[src/rtl/bram_burst_arbiter_pkg.sv]
// Shared types and defaults for the feature-map BRAM burst arbiter.
// Holds the FSM state encoding, default geometry and the round-robin pick.
package bram_burst_arbiter_pkg;

    localparam int DWIDTH_DEF   = 16;
    localparam int AWIDTH_DEF   = 12;
    localparam int MEM_SIZE_DEF = 3840;

    typedef enum logic [1:0] {
        IDLE  = 2'd0,
        BURST = 2'd1,
        DRAIN = 2'd2,
        FIN   = 2'd3
    } state_t;

    // On a collision the requester that did not win last time is chosen.
    function automatic logic pick_owner(input logic req_a, input logic req_b, input logic rr_last);
        if (req_a && req_b) begin
            return ~rr_last;
        end
        return req_b;
    endfunction

endpackage

[src/rtl/bram_burst_arbiter_addr_gen.sv]
// Burst address/length counters: sequential BRAM addresses wrapping at MEM_SIZE,
// with a flag marking the final word of the burst.
module bram_burst_arbiter_addr_gen
    import bram_burst_arbiter_pkg::*;
#(
    parameter int AWIDTH   = AWIDTH_DEF,
    parameter int MEM_SIZE = MEM_SIZE_DEF
) (
    input  logic              clk,
    input  logic              rst_n,
    input  logic              load,
    input  logic [AWIDTH-1:0] base,
    input  logic [AWIDTH-1:0] len,
    input  logic              advance,
    output logic [AWIDTH-1:0] addr,
    output logic              last
);

    localparam logic [AWIDTH-1:0] ADDR_LIMIT = AWIDTH'(MEM_SIZE);
    localparam logic [AWIDTH-1:0] ADDR_LAST  = AWIDTH'(MEM_SIZE - 1);

    logic [AWIDTH-1:0] addr_reg;
    logic [AWIDTH-1:0] remaining_reg;

    // Out-of-range bases are clamped to 0 so a burst never addresses past the array.
    always_ff @(posedge clk) begin
        if (!rst_n) begin
            addr_reg      <= '0;
            remaining_reg <= '0;
        end else if (load) begin
            addr_reg      <= (base >= ADDR_LIMIT) ? '0 : base;
            remaining_reg <= len;
        end else if (advance) begin
            addr_reg      <= (addr_reg == ADDR_LAST) ? '0 : addr_reg + 1'b1;
            remaining_reg <= remaining_reg - 1'b1;
        end
    end

    assign addr = addr_reg;
    assign last = (remaining_reg == AWIDTH'(1));

endmodule

[src/rtl/bram_burst_arbiter.sv]
// Round-robin burst arbiter sharing one feature-map BRAM port between the
// host/DMA loader (requester 0) and the accelerator engine (requester 1).
module bram_burst_arbiter
    import bram_burst_arbiter_pkg::*;
#(
    parameter int DWIDTH   = DWIDTH_DEF,
    parameter int AWIDTH   = AWIDTH_DEF,
    parameter int MEM_SIZE = MEM_SIZE_DEF
) (
    input  logic              clk,
    input  logic              rst_n,
    input  logic              req0,
    input  logic              req1,
    input  logic              wr0,
    input  logic              wr1,
    input  logic [AWIDTH-1:0] base0,
    input  logic [AWIDTH-1:0] base1,
    input  logic [AWIDTH-1:0] len0,
    input  logic [AWIDTH-1:0] len1,
    output logic              ack0,
    output logic              ack1,
    output logic              done0,
    output logic              done1,
    input  logic [DWIDTH-1:0] wdata0,
    input  logic [DWIDTH-1:0] wdata1,
    input  logic              wvalid0,
    input  logic              wvalid1,
    output logic              wready0,
    output logic              wready1,
    output logic [DWIDTH-1:0] rdata0,
    output logic [DWIDTH-1:0] rdata1,
    output logic              rvalid0,
    output logic              rvalid1,
    output logic [AWIDTH-1:0] bram_addr,
    output logic              bram_ce,
    output logic              bram_we,
    output logic [DWIDTH-1:0] bram_d,
    input  logic [DWIDTH-1:0] bram_q
);

    state_t state_reg, state_next;
    logic   owner_reg, owner_next;
    logic   wr_reg, wr_next;
    logic   rr_last_reg, rr_last_next;
    logic   rvalid_reg, rvalid_next;

    logic              grant;
    logic              grant_wr;
    logic [AWIDTH-1:0] grant_base;
    logic [AWIDTH-1:0] grant_len;
    logic              load;
    logic              advance;
    logic              last;
    logic [AWIDTH-1:0] cur_addr;
    logic              wvalid_sel;
    logic [DWIDTH-1:0] wdata_sel;
    logic [1:0]        ack_vec;
    logic [1:0]        done_vec;
    logic [1:0]        wready_vec;

    assign grant      = pick_owner(req0, req1, rr_last_reg);
    assign grant_wr   = grant ? wr1 : wr0;
    assign grant_base = grant ? base1 : base0;
    assign grant_len  = grant ? len1 : len0;
    assign wvalid_sel = owner_reg ? wvalid1 : wvalid0;
    assign wdata_sel  = owner_reg ? wdata1 : wdata0;

    bram_burst_arbiter_addr_gen #(
        .AWIDTH   (AWIDTH),
        .MEM_SIZE (MEM_SIZE)
    ) u_addr_gen (
        .clk     (clk),
        .rst_n   (rst_n),
        .load    (load),
        .base    (grant_base),
        .len     (grant_len),
        .advance (advance),
        .addr    (cur_addr),
        .last    (last)
    );

    always_ff @(posedge clk) begin
        if (!rst_n) begin
            state_reg   <= IDLE;
            owner_reg   <= 1'b0;
            wr_reg      <= 1'b0;
            rr_last_reg <= 1'b1;
            rvalid_reg  <= 1'b0;
        end else begin
            state_reg   <= state_next;
            owner_reg   <= owner_next;
            wr_reg      <= wr_next;
            rr_last_reg <= rr_last_next;
            rvalid_reg  <= rvalid_next;
        end
    end

    always_comb begin
        state_next   = state_reg;
        owner_next   = owner_reg;
        wr_next      = wr_reg;
        rr_last_next = rr_last_reg;
        load         = 1'b0;
        advance      = 1'b0;
        ack_vec      = 2'b00;
        done_vec     = 2'b00;
        wready_vec   = 2'b00;
        bram_ce      = 1'b0;
        bram_we      = 1'b0;
        bram_d       = '0;
        unique case (state_reg)
            IDLE: begin
                // No grant while reset is held, so a pending req cannot see a stray ack.
                if (rst_n && (req0 || req1)) begin
                    load           = 1'b1;
                    owner_next     = grant;
                    wr_next        = grant_wr;
                    rr_last_next   = grant;
                    ack_vec[grant] = 1'b1;
                    state_next     = (grant_len != '0) ? BURST : FIN;
                end
            end
            BURST: begin
                if (wr_reg) begin
                    wready_vec[owner_reg] = 1'b1;
                    if (wvalid_sel) begin
                        bram_ce = 1'b1;
                        bram_we = 1'b1;
                        bram_d  = wdata_sel;
                        advance = 1'b1;
                        if (last) begin
                            state_next = FIN;
                        end
                    end
                end else begin
                    bram_ce = 1'b1;
                    advance = 1'b1;
                    if (last) begin
                        state_next = DRAIN;
                    end
                end
            end
            DRAIN: begin
                state_next = FIN;
            end
            FIN: begin
                done_vec[owner_reg] = 1'b1;
                state_next          = IDLE;
            end
            default: begin
                state_next = IDLE;
            end
        endcase
    end

    // BRAM output is registered, so read data for an issue lands one cycle later.
    assign rvalid_next = (state_reg == BURST) && !wr_reg;

    assign bram_addr = cur_addr;
    assign ack0      = ack_vec[0];
    assign ack1      = ack_vec[1];
    assign done0     = done_vec[0];
    assign done1     = done_vec[1];
    assign wready0   = wready_vec[0];
    assign wready1   = wready_vec[1];
    assign rvalid0   = rvalid_reg && !owner_reg;
    assign rvalid1   = rvalid_reg && owner_reg;
    assign rdata0    = owner_reg ? '0 : bram_q;
    assign rdata1    = owner_reg ? bram_q : '0;

endmodule

[config.mk]
export PLATFORM = sky130hd
export DESIGN_NAME = bram_burst_arbiter
export DESIGN_NICKNAME = d
export VERILOG_FILES = /design/src/rtl/bram_burst_arbiter_pkg.sv /design/src/rtl/bram_burst_arbiter_addr_gen.sv /design/src/rtl/bram_burst_arbiter.sv
export SDC_FILE = /design/constraint.sdc
export NUM_CORES = 1
export LEC_CHECK = 0
export CAP_MARGIN = 20
export CORE_UTILIZATION = 36
export CTS_CLUSTER_SIZE = 16
export DETAILED_ROUTE_END_ITERATION = 10
export PLACE_DENSITY = 0.91
export SYNTH_ARGS = -nofsm -noshare
export SYNTH_HDL_FRONTEND = slang
export SYNTH_SLANG_ARGS = --single-unit
[constraint.sdc]
create_clock -name clk -period 2.2 [get_ports clk]
set_clock_uncertainty 0.15 [all_clocks]
set_input_delay 0.33 -clock clk [delete_from_list [all_inputs] [get_ports clk]]
set_output_delay 0.33 -clock clk [all_outputs]
set_load 0.02 [all_outputs]
==> flow_metrics.py <==
metrics = {
    "global_route": {
        "grt_pass1_vias": 3161,
        "grt-ovfl-total": 0,
        "antenna_found_initial": 0,
        "grt_pass1_wl_um": 15000,
        "grtUsageTotal": 0.255,
        "grt_start_max_net_pins": 48,
    },
    "power_and_ir_drop": {
        "power.density_nw_per_um2": 688,
        "p_total_mw": 3.19,
        "leakage_nw": 1.97,
        "peakVddDrop_uv": 463,
    },
    "worst_setup_path": {
        "critPathMaxStageDelay_ns": 0.48,
        "worstPathArrival_ns": 1.66,
        "reg2reg_slack_ns": 0.12,
        "critical_path_class": "input pin to primary output",
        "end_kind": "primary output",
        "cpLargestDelayFamily": "buffers and inverters",
        "crit_chain": "clkdlybuf4s50_1 -> mux2_2 -> nand3_2 -> buf_12 -> nor2_1 -> clkdlybuf4s15_2",
        "required_ns": 1.72,
        "path_max_fanout": 17,
        "critPathLaunchType": "input pin",
        "slowest_stage": "clkdlybuf4s50_1",
        "path_buf_inv": 3,
    },
    "route": {
        "wirelength_um": 9870,
        "initialDrtViolationCount": 144,
        "drc_errors": 0,
        "vias_per_cell": 5.35,
        "postRouteAntennaNets": 0,
        "route.detailed.wl_per_inst_um": 15.6,
        "num_vias": 3383,
        "first_pass_iters": 5,
    },
    "run": {
        "max_cap_violations": 0,
    },
    "clock_tree": {
        "cts_buffers": 5,
        "cts_tree": "built",
        "cts.sinks": 30,
        "path_clk_slew_ns": 0.06,
        "ctsHtreeMaxLevel": 2,
        "root_buffer": "clkbuf_8",
        "cts_max_path_buffers": 2,
        "insertion_delay_ns": 0.28,
    },
    "logic_synthesis": {
        "synth.distinct_cells": 54,
        "ys_ff_latch": 30,
        "syn-instance-count": 352,
        "synthFlopType": "dfxtp_1",
        "ys_top_cells_by_area": "dfxtp_1 23%, mux2i_1 9.4%, nand2_1 5.9%",
        "ys_warn_count": 0,
        "async_flop_share": 0,
        "syn_nets": 463,
        "synth_top_area_frac": 0.235,
        "yosysSeqAreaShare": 0.235,
        "synth_top_area_cell": "dfxtp_1",
        "avgSynthCellArea_um2": 7.27,
        "synth_enable_flop_cells": 0,
        "syn_area_um2": 2560,
    },
    "place": {
        "hpwl_um": 7880,
        "place.port_buffers": 173,
        "place.gp.congestion": 0.844,
    },
    "finish": {
        "antennaDiodeCount": 0,
        "fillCellCount": 599,
        "area_delta_synth_final_pct": 80.8,
        "nNetsFinal": 646,
        "drive_above_1_share": 0.125,
    },
    "sta": {
        "max_freq_mhz": 467,
        "drv_slew": 0,
        "period_share": 0.974,
        "finalSetupViolCount": 0,
        "fin_crit_ns": 2.14,
        "hold_violations": 0,
        "max_slew_margin": 0.636,
        "setup-tns-final_ns": 0,
        "worst_pin_slew_ns": 0.540,
    },
    "min_path": {
        "hold_class": "register to register",
    },
    "floorplan": {
        "dieArea_um2": 7450,
        "start_util": 0.375,
        "dieWidth_um": 86.3,
        "die-height_um": 86.3,
        "io_pins": 174,
        "coreArea_um2": 6830,
        "rows": 30,
    },
    "run_status": {
        "status": "completed",
    },
}
[worst register-to-register path, cell delays in order, from the launching register on]
cell,delay (ns)
dfxtp_1,0.39
inv_1,0.08
ha_1,0.24
o211a_1,0.15
buf_4,0.21
and3_1,0.30
a221oi_1,0.30
o21ai_0,0.13
[synth_stat cells (2+ instances only)]
cell type,instances
a21oi_1,20
a22oi_1,5
a311oi_1,4
a31oi_1,7
and2_1,18
and3_1,5
buf_1,2
buf_2,2
clkbuf_1,16
dfxtp_1,30
ha_1,7
inv_1,9
mux2i_1,24
nand2_1,40
nand3_1,19
nand4_1,6
nor2_1,36
nor2b_1,19
nor3_1,7
nor4_1,6
nor4b_1,3
o2111ai_1,3
o21ai_0,13
o221ai_1,2
o22ai_1,8
or2_2,3
or3_1,3
xnor2_1,7
xor2_1,3
[what timing repair did]
item / in CTS / in global routing
hold buffers: 0 / 0
gates resized for setup: 46 / 31
buffers inserted: 0 / 0
endpoints found under the setup margin: 22 / 35
[worst paths after layout]
| check | start | end | depth (start not counted) |
|---|---|---|---|
| setup / recovery | wvalid1 | bram_d[15] | 6 |
| hold / removal | u_addr_gen.remaining_reg[5]$_SDFFE_PN0P_ | u_addr_gen.remaining_reg[5]$_SDFFE_PN0P_ | 2 |
| setup reg to reg | state_reg[0]$_SDFFE_PN0P_ | u_addr_gen.addr[8]$_SDFFE_PN0P_ | 7 |
| hold reg to reg | u_addr_gen.remaining_reg[5]$_SDFFE_PN0P_ | u_addr_gen.remaining_reg[5]$_SDFFE_PN0P_ | 2 |
[logic make-up after synthesis]
family	share of synthesized area
compound gates	0.211
xor+xnor	0.0342
fa+ha+maj	0.0342
buf+inv	0.0450
flops	0.235
mux	0.0982
simple gates	0.343
[layout by cell type (no fill, tap or decap), types with 2 or more instances in the layout]
cell / n
xnor2_1: 7
dlymetal6s2s_1: 10
nor3_1: 7
xor2_1: 3
o221ai_1: 2
mux2i_1: 24
ha_1: 7
nor2_2: 2
nand3_1: 18
a22oi_1: 5
clkdlybuf4s15_2: 5
or3_1: 3
buf_2: 3
dlygate4sd2_1: 4
buf_12: 3
and3_1: 4
o22ai_1: 8
o2111ai_1: 3
nor4_1: 6
nor4b_2: 2
o21ai_0: 13
inv_1: 9
a311oi_1: 4
or2_2: 3
clkbuf_2: 9
dfxtp_1: 29
clkdlybuf4s50_1: 140
buf_4: 21
nor2b_1: 19
nand4_1: 6
a21oi_1: 20
clkbuf_8: 6
nand2_1: 40
a31oi_1: 7
nor2_1: 35
and2_1: 18
[stage by stage]
stage | util | cells | cell area (um2) | setup WS, ns | hold slack [ns]
2_1_floorplan | - | 352 | 2560 | 0.0968 | 0.313
3_3_place_gp | 0.665 | 624 | 4540 | -0.280 | 0.335
3_5_place_dp | 0.665 | 624 | 4540 | -0.317 | 0.338
4_1_cts | 0.679 | 632 | 4640 | 0.00275 | 0.356
5_1_grt | 0.678 | 632 | 4630 | -0.00520 | 0.399
6_report | 0.678 | 632 | 4630 | 0.0568 | 0.368
[area by class of cell]
cell class | instances | area, um2 | share of cell area
timing repair buffer | 196 | 1910 | 0.412
clock inverter | 1 | 5.00 | 0.00108
multi-input combinational | 292 | 1870 | 0.405
tap | 96 | 120 | 0.0259
clock buffer | 7 | 86.3 | 0.0186
inverter | 10 | 37.5 | 0.00811
sequential | 30 | 602 | 0.130
[per-layer routing]
metal,track usage,vias to the layer above,part of all wire
li1,-,1638,-
met1,0.279,1567,0.39
met2,0.488,155,0.53
met3,0.0448,23,0.062
met4,0.0909,0,0.025
met5,0,-,0
[power by group]
part           leakage, nW  total [mW]  internal (mW)  switching [mW]
Combinational         1.67        1.85          0.898           0.948
Sequential           0.248       0.867          0.694           0.174
Clock               0.0482       0.473          0.252           0.221
No activity file was read; power rests on OpenSTA's default activity.
